===== config.mk =====
export PLATFORM = sky130hd
export DESIGN_NAME = an_ord_gen
export DESIGN_NICKNAME = d
export VERILOG_FILES = /design/src/rtl/an_pkg.sv /design/src/rtl/an_ord_gen_mux.sv /design/src/rtl/an_ord_gen.sv
export SDC_FILE = /design/constraint.sdc
export NUM_CORES = 1
export LEC_CHECK = 0
export BUFFER_PORTS_ARGS = -buffer_cell sky130_fd_sc_hd__buf_2
export CAP_MARGIN = 25
export CORE_UTILIZATION = 35
export CTS_BUF_LIST = sky130_fd_sc_hd__clkbuf_16
export CTS_CLUSTER_SIZE = 20
export DETAILED_ROUTE_END_ITERATION = 10
export PLACE_DENSITY_LB_ADDON = 0.15
export SYNTH_ARGS = -nofsm -noshare
export SYNTH_HDL_FRONTEND = slang
export SYNTH_SLANG_ARGS = --single-unit

===== constraint.sdc =====
create_clock -name sgmii_clk_in -period 6.3 [get_ports sgmii_clk_in]
set_clock_uncertainty 0.2 [all_clocks]
set_input_delay 0.945 -clock sgmii_clk_in [delete_from_list [all_inputs] [get_ports sgmii_clk_in]]
set_output_delay 0.945 -clock sgmii_clk_in [all_outputs]
set_load 0.03 [all_outputs]

===== src/rtl/an_pkg.sv =====
// Shared constants, state type and phase-sequencing helper for the auto-negotiation sender.
package an_pkg;

    localparam logic [7:0] K28_5 = 8'hBC;
    localparam logic [7:0] D21_5 = 8'hB5;
    localparam logic [7:0] D2_2  = 8'h42;
    localparam logic [7:0] D16_2 = 8'h50;

    // SGMII config word field positions
    localparam int unsigned CFG_LINK_BIT   = 15;
    localparam int unsigned CFG_ACK_BIT    = 14;
    localparam int unsigned CFG_DUPLEX_BIT = 12;
    localparam int unsigned CFG_SPEED_HI   = 11;
    localparam int unsigned CFG_SPEED_LO   = 10;
    localparam int unsigned CFG_SGMII_BIT  = 0;

    typedef enum logic [1:0] {
        IDLE  = 2'd0,
        BREAK = 2'd1,
        CFG   = 2'd2,
        ACK   = 2'd3
    } an_state_t;

    // First non-empty phase after 'from'; IDLE when every remaining phase has a zero count
    function automatic an_state_t an_next_phase(input an_state_t from, input logic brk_nz,
                                                input logic cfg_nz, input logic ack_nz);
        an_state_t nxt;
        nxt = IDLE;
        if (from == IDLE && brk_nz)
            nxt = BREAK;
        else if ((from == IDLE || from == BREAK) && cfg_nz)
            nxt = CFG;
        else if (from != ACK && ack_nz)
            nxt = ACK;
        return nxt;
    endfunction

endpackage


===== src/rtl/an_ord_gen_mux.sv =====
// Code-group selection for one ordered-set phase: /I2/ in IDLE, /C1/ or /C2/ otherwise.
module an_ord_mux
    import an_pkg::*;
#(
    parameter int unsigned ACK_BIT = 14
) (
    input  logic [1:0]  phase,
    input  an_state_t   state,
    input  logic        tog_c2,
    input  logic [15:0] cfg,
    output logic [7:0]  data_c,
    output logic        is_k_c
);

    localparam logic [15:0] ACK_MASK = 16'(1) << ACK_BIT;

    logic [15:0] word;

    // Config word per state, then byte pick by phase
    always_comb begin
        word   = 16'h0000;
        data_c = K28_5;
        is_k_c = 1'b1;
        case (state)
            CFG:     word = cfg & ~ACK_MASK;
            ACK:     word = cfg | ACK_MASK;
            default: word = 16'h0000;
        endcase
        if (state == IDLE) begin
            if (phase[0]) begin
                data_c = D16_2;
                is_k_c = 1'b0;
            end
        end else begin
            case (phase)
                2'd1: begin
                    data_c = tog_c2 ? D2_2 : D21_5;
                    is_k_c = 1'b0;
                end
                2'd2: begin
                    data_c = word[7:0];
                    is_k_c = 1'b0;
                end
                2'd3: begin
                    data_c = word[15:8];
                    is_k_c = 1'b0;
                end
                default: ;
            endcase
        end
    end

endmodule


===== src/rtl/an_ord_gen.sv =====
// Auto-negotiation ordered-set generator: IDLE -> BREAK -> CFG -> ACK -> IDLE, switching only at set boundaries.
module an_ord_gen
    import an_pkg::*;
#(
    parameter int unsigned BRK_W   = 24,
    parameter int unsigned SET_W   = 8,
    parameter int unsigned ACK_BIT = 14
) (
    input  logic             sgmii_clk_in,
    input  logic             reset,
    input  logic             start,
    input  logic             abort,
    input  logic [15:0]      an_config,
    input  logic [BRK_W-1:0] breaklink_cycles,
    input  logic [SET_W-1:0] cfg_sets,
    input  logic [SET_W-1:0] ack_sets,
    output logic [7:0]       tx_data,
    output logic             tx_is_k,
    output logic             busy,
    output logic             done
);

    logic [1:0]       phase_q, phase_d;
    an_state_t        state_q, state_d;
    logic             tog_q, tog_d;
    logic [15:0]      cfg_q, cfg_d, run_cfg_q, run_cfg_d;
    logic [BRK_W-1:0] blk_q, blk_d, brk_cnt_q, brk_cnt_d, brk_inc;
    logic [SET_W-1:0] cset_q, cset_d, aset_q, aset_d, set_cnt_q, set_cnt_d;
    logic             go_pend_q, go_pend_d, abt_pend_q, abt_pend_d;
    logic             busy_q, busy_d, done_q, done_d;
    logic [7:0]       tx_data_q, tx_data_d;
    logic             tx_is_k_q, tx_is_k_d;
    logic             start_go, boundary, entering;

    // Next-state, counters and request bookkeeping; all state moves happen as phase wraps to 0
    always_comb begin
        start_go   = start & ~abort;
        boundary   = (phase_q == 2'd3);
        phase_d    = phase_q + 2'd1;
        cfg_d      = start_go ? an_config        : cfg_q;
        blk_d      = start_go ? breaklink_cycles : blk_q;
        cset_d     = start_go ? cfg_sets         : cset_q;
        aset_d     = start_go ? ack_sets         : aset_q;
        run_cfg_d  = run_cfg_q;
        go_pend_d  = go_pend_q | start_go;
        abt_pend_d = abt_pend_q & ~start_go;
        state_d    = state_q;
        tog_d      = tog_q;
        brk_cnt_d  = brk_cnt_q;
        set_cnt_d  = set_cnt_q;
        busy_d     = busy_q | start_go;
        done_d     = 1'b0;
        entering   = 1'b0;
        brk_inc    = (&brk_cnt_q) ? brk_cnt_q : brk_cnt_q + BRK_W'(1);

        if (abort && busy_q) begin
            abt_pend_d = 1'b1;
            go_pend_d  = 1'b0;
        end

        if (state_q == BREAK)
            brk_cnt_d = brk_inc;

        if (boundary) begin
            if (abt_pend_d) begin
                state_d = IDLE;
            end else if (go_pend_d) begin
                state_d   = an_next_phase(IDLE, blk_d != '0, cset_d != '0, aset_d != '0);
                run_cfg_d = cfg_d;
            end else begin
                case (state_q)
                    BREAK: if (brk_inc >= blk_q)
                        state_d = an_next_phase(BREAK, 1'b0, cset_q != '0, aset_q != '0);
                    CFG: if (set_cnt_q + SET_W'(1) == cset_q)
                        state_d = an_next_phase(CFG, 1'b0, 1'b0, aset_q != '0);
                    ACK: if (set_cnt_q + SET_W'(1) == aset_q)
                        state_d = IDLE;
                    default: ;
                endcase
            end

            done_d    = ~abt_pend_d & (state_d == IDLE) & (go_pend_d | (state_q != IDLE));
            entering  = go_pend_d | (state_d != state_q);
            brk_cnt_d = (!entering && state_q == BREAK) ? brk_inc : '0;
            set_cnt_d = (!entering && (state_q == CFG || state_q == ACK)) ?
                        set_cnt_q + SET_W'(1) : '0;
            tog_d     = (state_d == IDLE || go_pend_d) ? 1'b0 : ~tog_q;
            if (abt_pend_d || done_d)
                busy_d = 1'b0;
            go_pend_d  = 1'b0;
            abt_pend_d = 1'b0;
        end
    end

    an_ord_mux #(
        .ACK_BIT (ACK_BIT)
    ) u_mux (
        .phase  (phase_d),
        .state  (state_d),
        .tog_c2 (tog_d),
        .cfg    (run_cfg_d),
        .data_c (tx_data_d),
        .is_k_c (tx_is_k_d)
    );

    // State and output registers
    always_ff @(posedge sgmii_clk_in or posedge reset) begin
        if (reset) begin
            phase_q    <= 2'd0;
            state_q    <= IDLE;
            tog_q      <= 1'b0;
            cfg_q      <= '0;
            run_cfg_q  <= '0;
            blk_q      <= '0;
            cset_q     <= '0;
            aset_q     <= '0;
            brk_cnt_q  <= '0;
            set_cnt_q  <= '0;
            go_pend_q  <= 1'b0;
            abt_pend_q <= 1'b0;
            busy_q     <= 1'b0;
            done_q     <= 1'b0;
            tx_data_q  <= K28_5;
            tx_is_k_q  <= 1'b1;
        end else begin
            phase_q    <= phase_d;
            state_q    <= state_d;
            tog_q      <= tog_d;
            cfg_q      <= cfg_d;
            run_cfg_q  <= run_cfg_d;
            blk_q      <= blk_d;
            cset_q     <= cset_d;
            aset_q     <= aset_d;
            brk_cnt_q  <= brk_cnt_d;
            set_cnt_q  <= set_cnt_d;
            go_pend_q  <= go_pend_d;
            abt_pend_q <= abt_pend_d;
            busy_q     <= busy_d;
            done_q     <= done_d;
            tx_data_q  <= tx_data_d;
            tx_is_k_q  <= tx_is_k_d;
        end
    end

    assign tx_data = tx_data_q;
    assign tx_is_k = tx_is_k_q;
    assign busy    = busy_q;
    assign done    = done_q;

endmodule


==> results of run 1 <==
[sequential cells by signal, indices dropped and copies added (netlist names)]
name	flops
abt_pend_q	1
aset_q	8
blk_q	24
brk_cnt_q	24
busy	1
cfg_q	15
cset_q	8
done	1
go_pend_q	1
phase_q	2
run_cfg_q	15
set_cnt_q	8
state_q	2
tog_q	1
tx_data	8
tx_is_k	1
[area by class of cell]
cell class	count	area (sq um)
fillers	2009	11300
flip-flops and latches	120	3010
clock buffers	17	425
inverters	40	153
multi-input cells	577	3570
repair buffers	80	440
well taps	265	332
clock inverters	15	156
[metal layers]
metal	vias to the layer above	part of all wire (%)	wire, um
met1	2664	48	8420
met3	16	3.6	630
li1	2814	-	-
met5	-	0	0
met2	96	47	8320
met4	0	1.5	259
[cell usage in the layout, fill, tap and decap left out, types with 4 or more instances in the layout]
master,instances
nor3_1,12
a221oi_1,5
buf_4,10
mux2_2,15
a21o_1,8
clkinv_4,4
nand3_1,22
ha_1,30
dfrtp_1,114
nor2b_1,5
o211ai_1,5
o21ai_0,40
inv_1,40
a31oi_1,11
a22oi_1,4
and3_1,6
buf_2,69
a21oi_1,29
dfstp_2,6
o22ai_1,4
nor4_1,21
and2_1,4
clkbuf_16,17
xnor2_1,33
nand2_1,162
xor2_1,27
nand4_1,11
nor2_1,53
or3_1,5
[power groups by stage]
stage	logic [W]	clock network (W)	registers, W
floorplan	0.000320	0	0.000975
global placement	0.000477	0	0.000960
detailed placement	0.000481	0	0.000962
CTS	0.000484	0.000986	0.000949
global route	0.000536	0.00102	0.000963
finish	0.000479	0.000962	0.000949
[logic make-up after synthesis]
kind of cell / Yosys count / synth area share [%]
buffers and inverters: 83 / 4.87
XOR/XNOR: 62 / 8.17
adder cells (fa/ha/maj): 30 / 5.44
AND/OR/NAND/NOR: 322 / 21.3
multiplexers: 18 / 2.88
flip-flops: 120 / 43.6
AO/OA/AOI/OAI: 145 / 13.8
[worst min-delay path by stage]
stage,from,end,slack (ns)
3_3_place_gp,cfg_q[5]$_DFF_PP0_,cfg_q[5]$_DFF_PP0_,0.25
6_report,cfg_q[8]$_DFF_PP0_,cfg_q[8]$_DFF_PP0_,0.27
2_1_floorplan,cfg_q[0]$_DFF_PP0_,cfg_q[0]$_DFF_PP0_,0.24
3_5_place_dp,cfg_q[10]$_DFF_PP0_,cfg_q[10]$_DFF_PP0_,0.26
4_1_cts,cfg_q[10]$_DFF_PP0_,cfg_q[10]$_DFF_PP0_,0.27
5_1_grt,cfg_q[5]$_DFF_PP0_,cfg_q[5]$_DFF_PP0_,0.29
[metrics by stage]
step                      instance area, sq um  setup slack [ns]  power [W]
after floorplan                           6910              1.60    0.00130
after global placement                    7480             0.834    0.00144
after detailed placement                  7480             0.832    0.00144
after CTS                                 8060             0.816    0.00242
after global routing                      8080             0.414    0.00252
final                                     8080             0.848    0.00239
[critical path, cell delays in order (launching register included)]
cell and delay, ns:
dfrtp_1 0.48, and4_1 0.29, nand4_1 0.23, nor4_4 0.08, buf_4 0.18, or4_1 0.63
nor2_1 0.40, and3_1 0.28, xor2_1 0.16, ha_1 0.26, nand2_1 0.08, nor3_1 0.08
a221oi_1 0.30, o21ai_0 0.24, or3_1 0.35, a41o_1 0.25, or2_1 0.33, buf_4 0.21
a31o_2 0.22, a21oi_1 0.13
==> metrics, run 1 <==
status=finished clean; final hold slack=between 0.2 and 0.3 ns; number of synthesized register bits=120; Fin Setup TNS=0 ns; Hold Path Class=register to register; Setup crit end kind=register; final setup fails=0; Commonest cells post-synth=nand2_1 (162), dfrtp_1 (114), nor2_1 (53), o21ai_0 (40), inv_1 (39); Flop pwr share=between 30% and 40%; cts bufs inserted=17; type of origin of the critical path=register; unrepaired setup endpoints after global routing=false; Slew Limit Fails=0; part of the cycle the worst path needs=86.5%; dpl hpwl=about 12000 um; Crit Reg-Reg Endpoint=brk_cnt_q[4]$_DFFE_PP0P_; Pre-antenna DRT Iters=5; Starting DRT DRC Count=371; Sw Ratio=approximately 31%; H-tree depth=4; met2 GRT Util=slightly below 30%; total number of vias=approximately 5600; CTS root buf=clkbuf_16; Site Rows=51; Hold Fails Final Rpt=0; Mapped Area=roughly 0.007 sq mm; relative slew slack=between 40% and 50%; R2R cell count=19; synth top area cells=dfrtp_1 (41%), nand2_1 (8.8%), ha_1 (5.4%), xnor2_1 (4.2%), xor2_1 (3.4%); Die Y-Extent=~140 um; power share of the combinational group=20.0%; Highest Clock Rate=approximately 0.18 GHz; Post-CTS Resized=0; async set-or-reset flop fraction in the synthesized netlist=100%; CP arrival=5.60 ns; pwr/cell area=a little under 300 mW/mm^2; Syn-to-layout area delta=17.1%; Max Root-Sink Buffers=2; Syn Area/Cell=roughly 9 sq um; Main synth FF type=dfrtp_1; # diodes=0; clock sinks=120; initial antenna violation count=0; worst endpoint required time=~6.5 ns; Worst Setup SP=brk_cnt_q[7]$_DFFE_PP0P_; post-synthesis sequential area ratio=43.6%; vias per inst=5.02; Final nets=~900; Initial Utilization=35.6%; PortBufs=between 60 and 70; sw power=about 0.00074 W; # IOs=between 70 and 80; chip width=between 100 and 150 um; core footprint=between 0.015 and 0.02 sq mm; max cap viols=0; GRT met1 Usage=about 24%; most common cell in the synthesized netlist=nand2_1; CP max FO=10; gr busiest metal=met2; Peak VDD IR=around 180 uV; post-layout min period=about 5.5 ns; die area=between 0.02 and 0.025 sq mm; R2R Setup Slk=between 0.8 and 0.9 ns; layout cells sized above 1=approximately 17%; routed wire length=about 18000 um; global routing met3 resource utilization=between 4 and 5%; top cell type's share of synthesized area=about two fifths; clock power share=between 40% and 50%; # placed instances=between 1000 and 1500; first-pass GRT wire length=about 28000 um; grt total ovfl=0; Post-Route Utilization=a little over two fifths; post-route ant nets=0; TritonCTS clock tree=built; Clock Latency Late Sink=0.43 ns; Net Count, Synth=870; Int Power=approximately 0.0017 W; # DRC=0; Cells on Worst Hold Path=2; Leak=~3.8 nW; Post-CTS Setup Bufs=0; Setup crit end=brk_cnt_q[4]$_DFFE_PP0P_; area leader, netlist=dfrtp_1; final std cells w/o fill=about 1100; vias in the first global route=5390; pin count of the biggest net entering global routing=86; synthesized instance count=780; Ys Warns=0; gr usage total=18.5%; Worst R2R Start=brk_cnt_q[7]$_DFFE_PP0P_; wire per inst=15.8 um; Clock transition at path regs=approximately 0.060 ns; Synth cell types=roughly 70; kind of critical path=register to register; Post-synth EDFFs=0; transition time at the pin with the least slew margin=approximately 0.85 ns; RePlAce Congestion=0.780; count of hold-fix buffers inserted at cts=0
(Power assumes the default switching activity.)
==> run 2: changes to the inputs <==
- CELL_PAD_IN_SITES_DETAIL_PLACEMENT: default -> 1
- CELL_PAD_IN_SITES_GLOBAL_PLACEMENT: default -> 1
- SLEW_MARGIN: default -> 15
==> metrics, run 2 (synthesis gave the netlist of run 1 again) <==
status=finished clean; initial antenna violation count=0 (unchanged); chip width=142 um (unchanged); Final nets=925 (-0.11%); kind of critical path=register to register; crit-path max cell delay=0.54 ns (-0.09 ns); vias per inst=5.18 (+3.2%); Site Rows=51 (unchanged); part of the cycle the worst path needs=89.2% (+2.6 points); wire per inst=17.4 um (+9.8%); Post-CTS Setup Bufs=0 (unchanged); post-layout min period=5.62 ns (+0.165 ns); sw power=0.000754 W (+2.3%); Setup crit end kind=register; unrepaired setup endpoints after global routing=false; commonest non-fill, non-tap cell in the layout=nand2_1; Final Cell Area=0.00806 sq mm (-0.25%); Clock transition at path regs=0.06 ns (about the same); gr usage total=20.3% (+1.9 points); type of origin of the critical path=register; Hold Fails Final Rpt=0 (unchanged); CP cell instances=and4_1 > nand4_1 > nor4_4 > buf_4 > or4_1 > nor2_1 > nand2_1 > xnor2_1 > ha_1 > nand4_1 > nor3_1 > a221oi_1 > o21ai_0 > o221ai_1 > a32oi_1 > or2_1 > buf_4 > o21bai_1 > a21oi_1; CP arrival=5.70 ns (+0.10 ns); # diodes=0 (unchanged); fillers=2314 (+15%); layout cells sized above 1=17.0% (-0.098 points); Int Power=0.00165 W (-0.23%); die area=0.0203 sq mm (unchanged); power share of the combinational group=20.2% (+0.2 points); highest-delay cell along the critical path=or4_1; # IOs=71 (unchanged); total number of vias=5762 (+3.1%); core footprint=0.0194 sq mm (unchanged); final setup fails=0 (unchanged); max cap viols=0 (unchanged); Top Registers=blk_q (24), brk_cnt_q (24); clock power share=40.2% (about the same); Max Root-Sink Buffers=2 (unchanged); vias in the first global route=6041 (+12%); pin count of the biggest net entering global routing=62 (-28%); final hold slack=0.272 ns (+0.00278 ns); most frequent cells in the layout=nand2_1 (162), dfrtp_1 (114), buf_2 (69); Peak VDD IR=195 uV (+8.6%); PortBufs=69 (unchanged); first-pass GRT wire length=31800 um (+12%); dpl hpwl=14200 um (+14%); RePlAce Congestion=0.825 (+5.7%); clock sinks=120 (unchanged); transition time at the pin with the least slew margin=0.831 ns (-0.0156 ns); Pre-antenna DRT Iters=6 (+1); Hold Path Class=register to register; Slew Limit Fails=0 (unchanged); H-tree depth=4 (unchanged); Clock Latency Late Sink=0.42 ns (about the same); CP max FO=12 (+2); dpl cell area=0.00748 sq mm (unchanged); # DRC=0 (unchanged); Sw Ratio=31.4% (+0.54 points); Highest Clock Rate=0.178 GHz (-2.9%); cts bufs inserted=17 (unchanged); worst endpoint required time=6.38 ns (-0.07 ns); relative slew slack=44.6% (+1.6 points); Leak=3.73 nW (-0.70%); Fin Setup TNS=0 ns (unchanged); Initial Utilization=35.6% (unchanged); TritonCTS clock tree=built; CTS root buf=clkbuf_16; routed wire length=19300 um (+9.7%); count of hold-fix buffers inserted at cts=0 (unchanged); Syn-to-layout area delta=16.8%; Flop pwr share=39.6% (about the same); Die Y-Extent=142 um (unchanged); pwr/cell area=298 mW/mm^2 (+0.82%); post-route ant nets=0 (unchanged); Starting DRT DRC Count=237 (-36%); grt total ovfl=0 (unchanged); Post-CTS Resized=0 (unchanged)
[run 2: cell count changes in the layout (fill, tap and decap cells not counted), sizes merged]
cell,delta
clkinvlp,+3
inv,-3
buf,-1
[run 2: metal layers]
layer  part of all wire [%]  up-vias  wire [um]  track usage [%]
met5                      0        -          0                0
li1                       -     2798          -                -
met1                     46     2855       8960             26.0
met4                    1.5        0        299             6.56
met2                     49       85       9520             34.9
met3                    2.9       24        567             3.40
[run 2: final timing paths]
kind                                     startpoint                         to  slack, ns  cells after the start
setup / recovery           brk_cnt_q[7]$_DFFE_PP0P_  brk_cnt_q[18]$_DFFE_PP0P_       0.68                     19
hold / removal                  cfg_q[15]$_DFF_PP0_        cfg_q[15]$_DFF_PP0_       0.27                      2
setup reg to reg           brk_cnt_q[7]$_DFFE_PP0P_  brk_cnt_q[18]$_DFFE_PP0P_       0.68                     19
hold reg to reg                 cfg_q[15]$_DFF_PP0_        cfg_q[15]$_DFF_PP0_       0.27                      2
max in group asynchronous                     reset        blk_q[10]$_DFF_PP0_       4.12                      3
min in group asynchronous                     reset        cfg_q[12]$_DFF_PP0_       0.45                      2
[run 2: final cells by class]
| class | count | area, sq um | area share, % |
|---|---|---|---|
| clock buffers | 17 | 425 | 5.28 |
| inverters | 40 | 153 | 1.89 |
| flip-flops and latches | 120 | 3010 | 37.3 |
| repair buffers | 79 | 420 | 5.21 |
| well taps | 265 | 332 | 4.11 |
| multi-input cells | 577 | 3570 | 44.2 |
| clock inverters | 15 | 156 | 1.94 |
[run 2: power groups by stage]
stage	Combinational [W]	Clock (W)	Sequential, W
2_1_floorplan	0.000320	0	0.000975
3_3_place_gp	0.000467	0	0.000959
3_5_place_dp	0.000488	0	0.000965
4_1_cts	0.000492	0.000989	0.000952
5_1_grt	0.000546	0.00102	0.000964
6_report	0.000486	0.000967	0.000950
[run 2: worst max-delay path: cells and delay by family (launching register included)]
kind,cells,cell delay [ns]
simple gates,9,2.68
fa+ha+maj,1,0.32
flops,1,0.48
compound gates,6,1.14
xor+xnor,1,0.19
buf+inv,2,0.45
[run 2: metrics by stage]
step	cells	worst slack [ns]	util [%]	total power [W]
after floorplan	780	1.60	-	0.00130
after global placement	1081	0.764	38.6	0.00143
after detailed placement	1081	0.660	38.6	0.00145
after CTS	1113	0.643	41.6	0.00243
after global routing	1113	0.350	41.6	0.00253
final	1113	0.683	41.6	0.00240
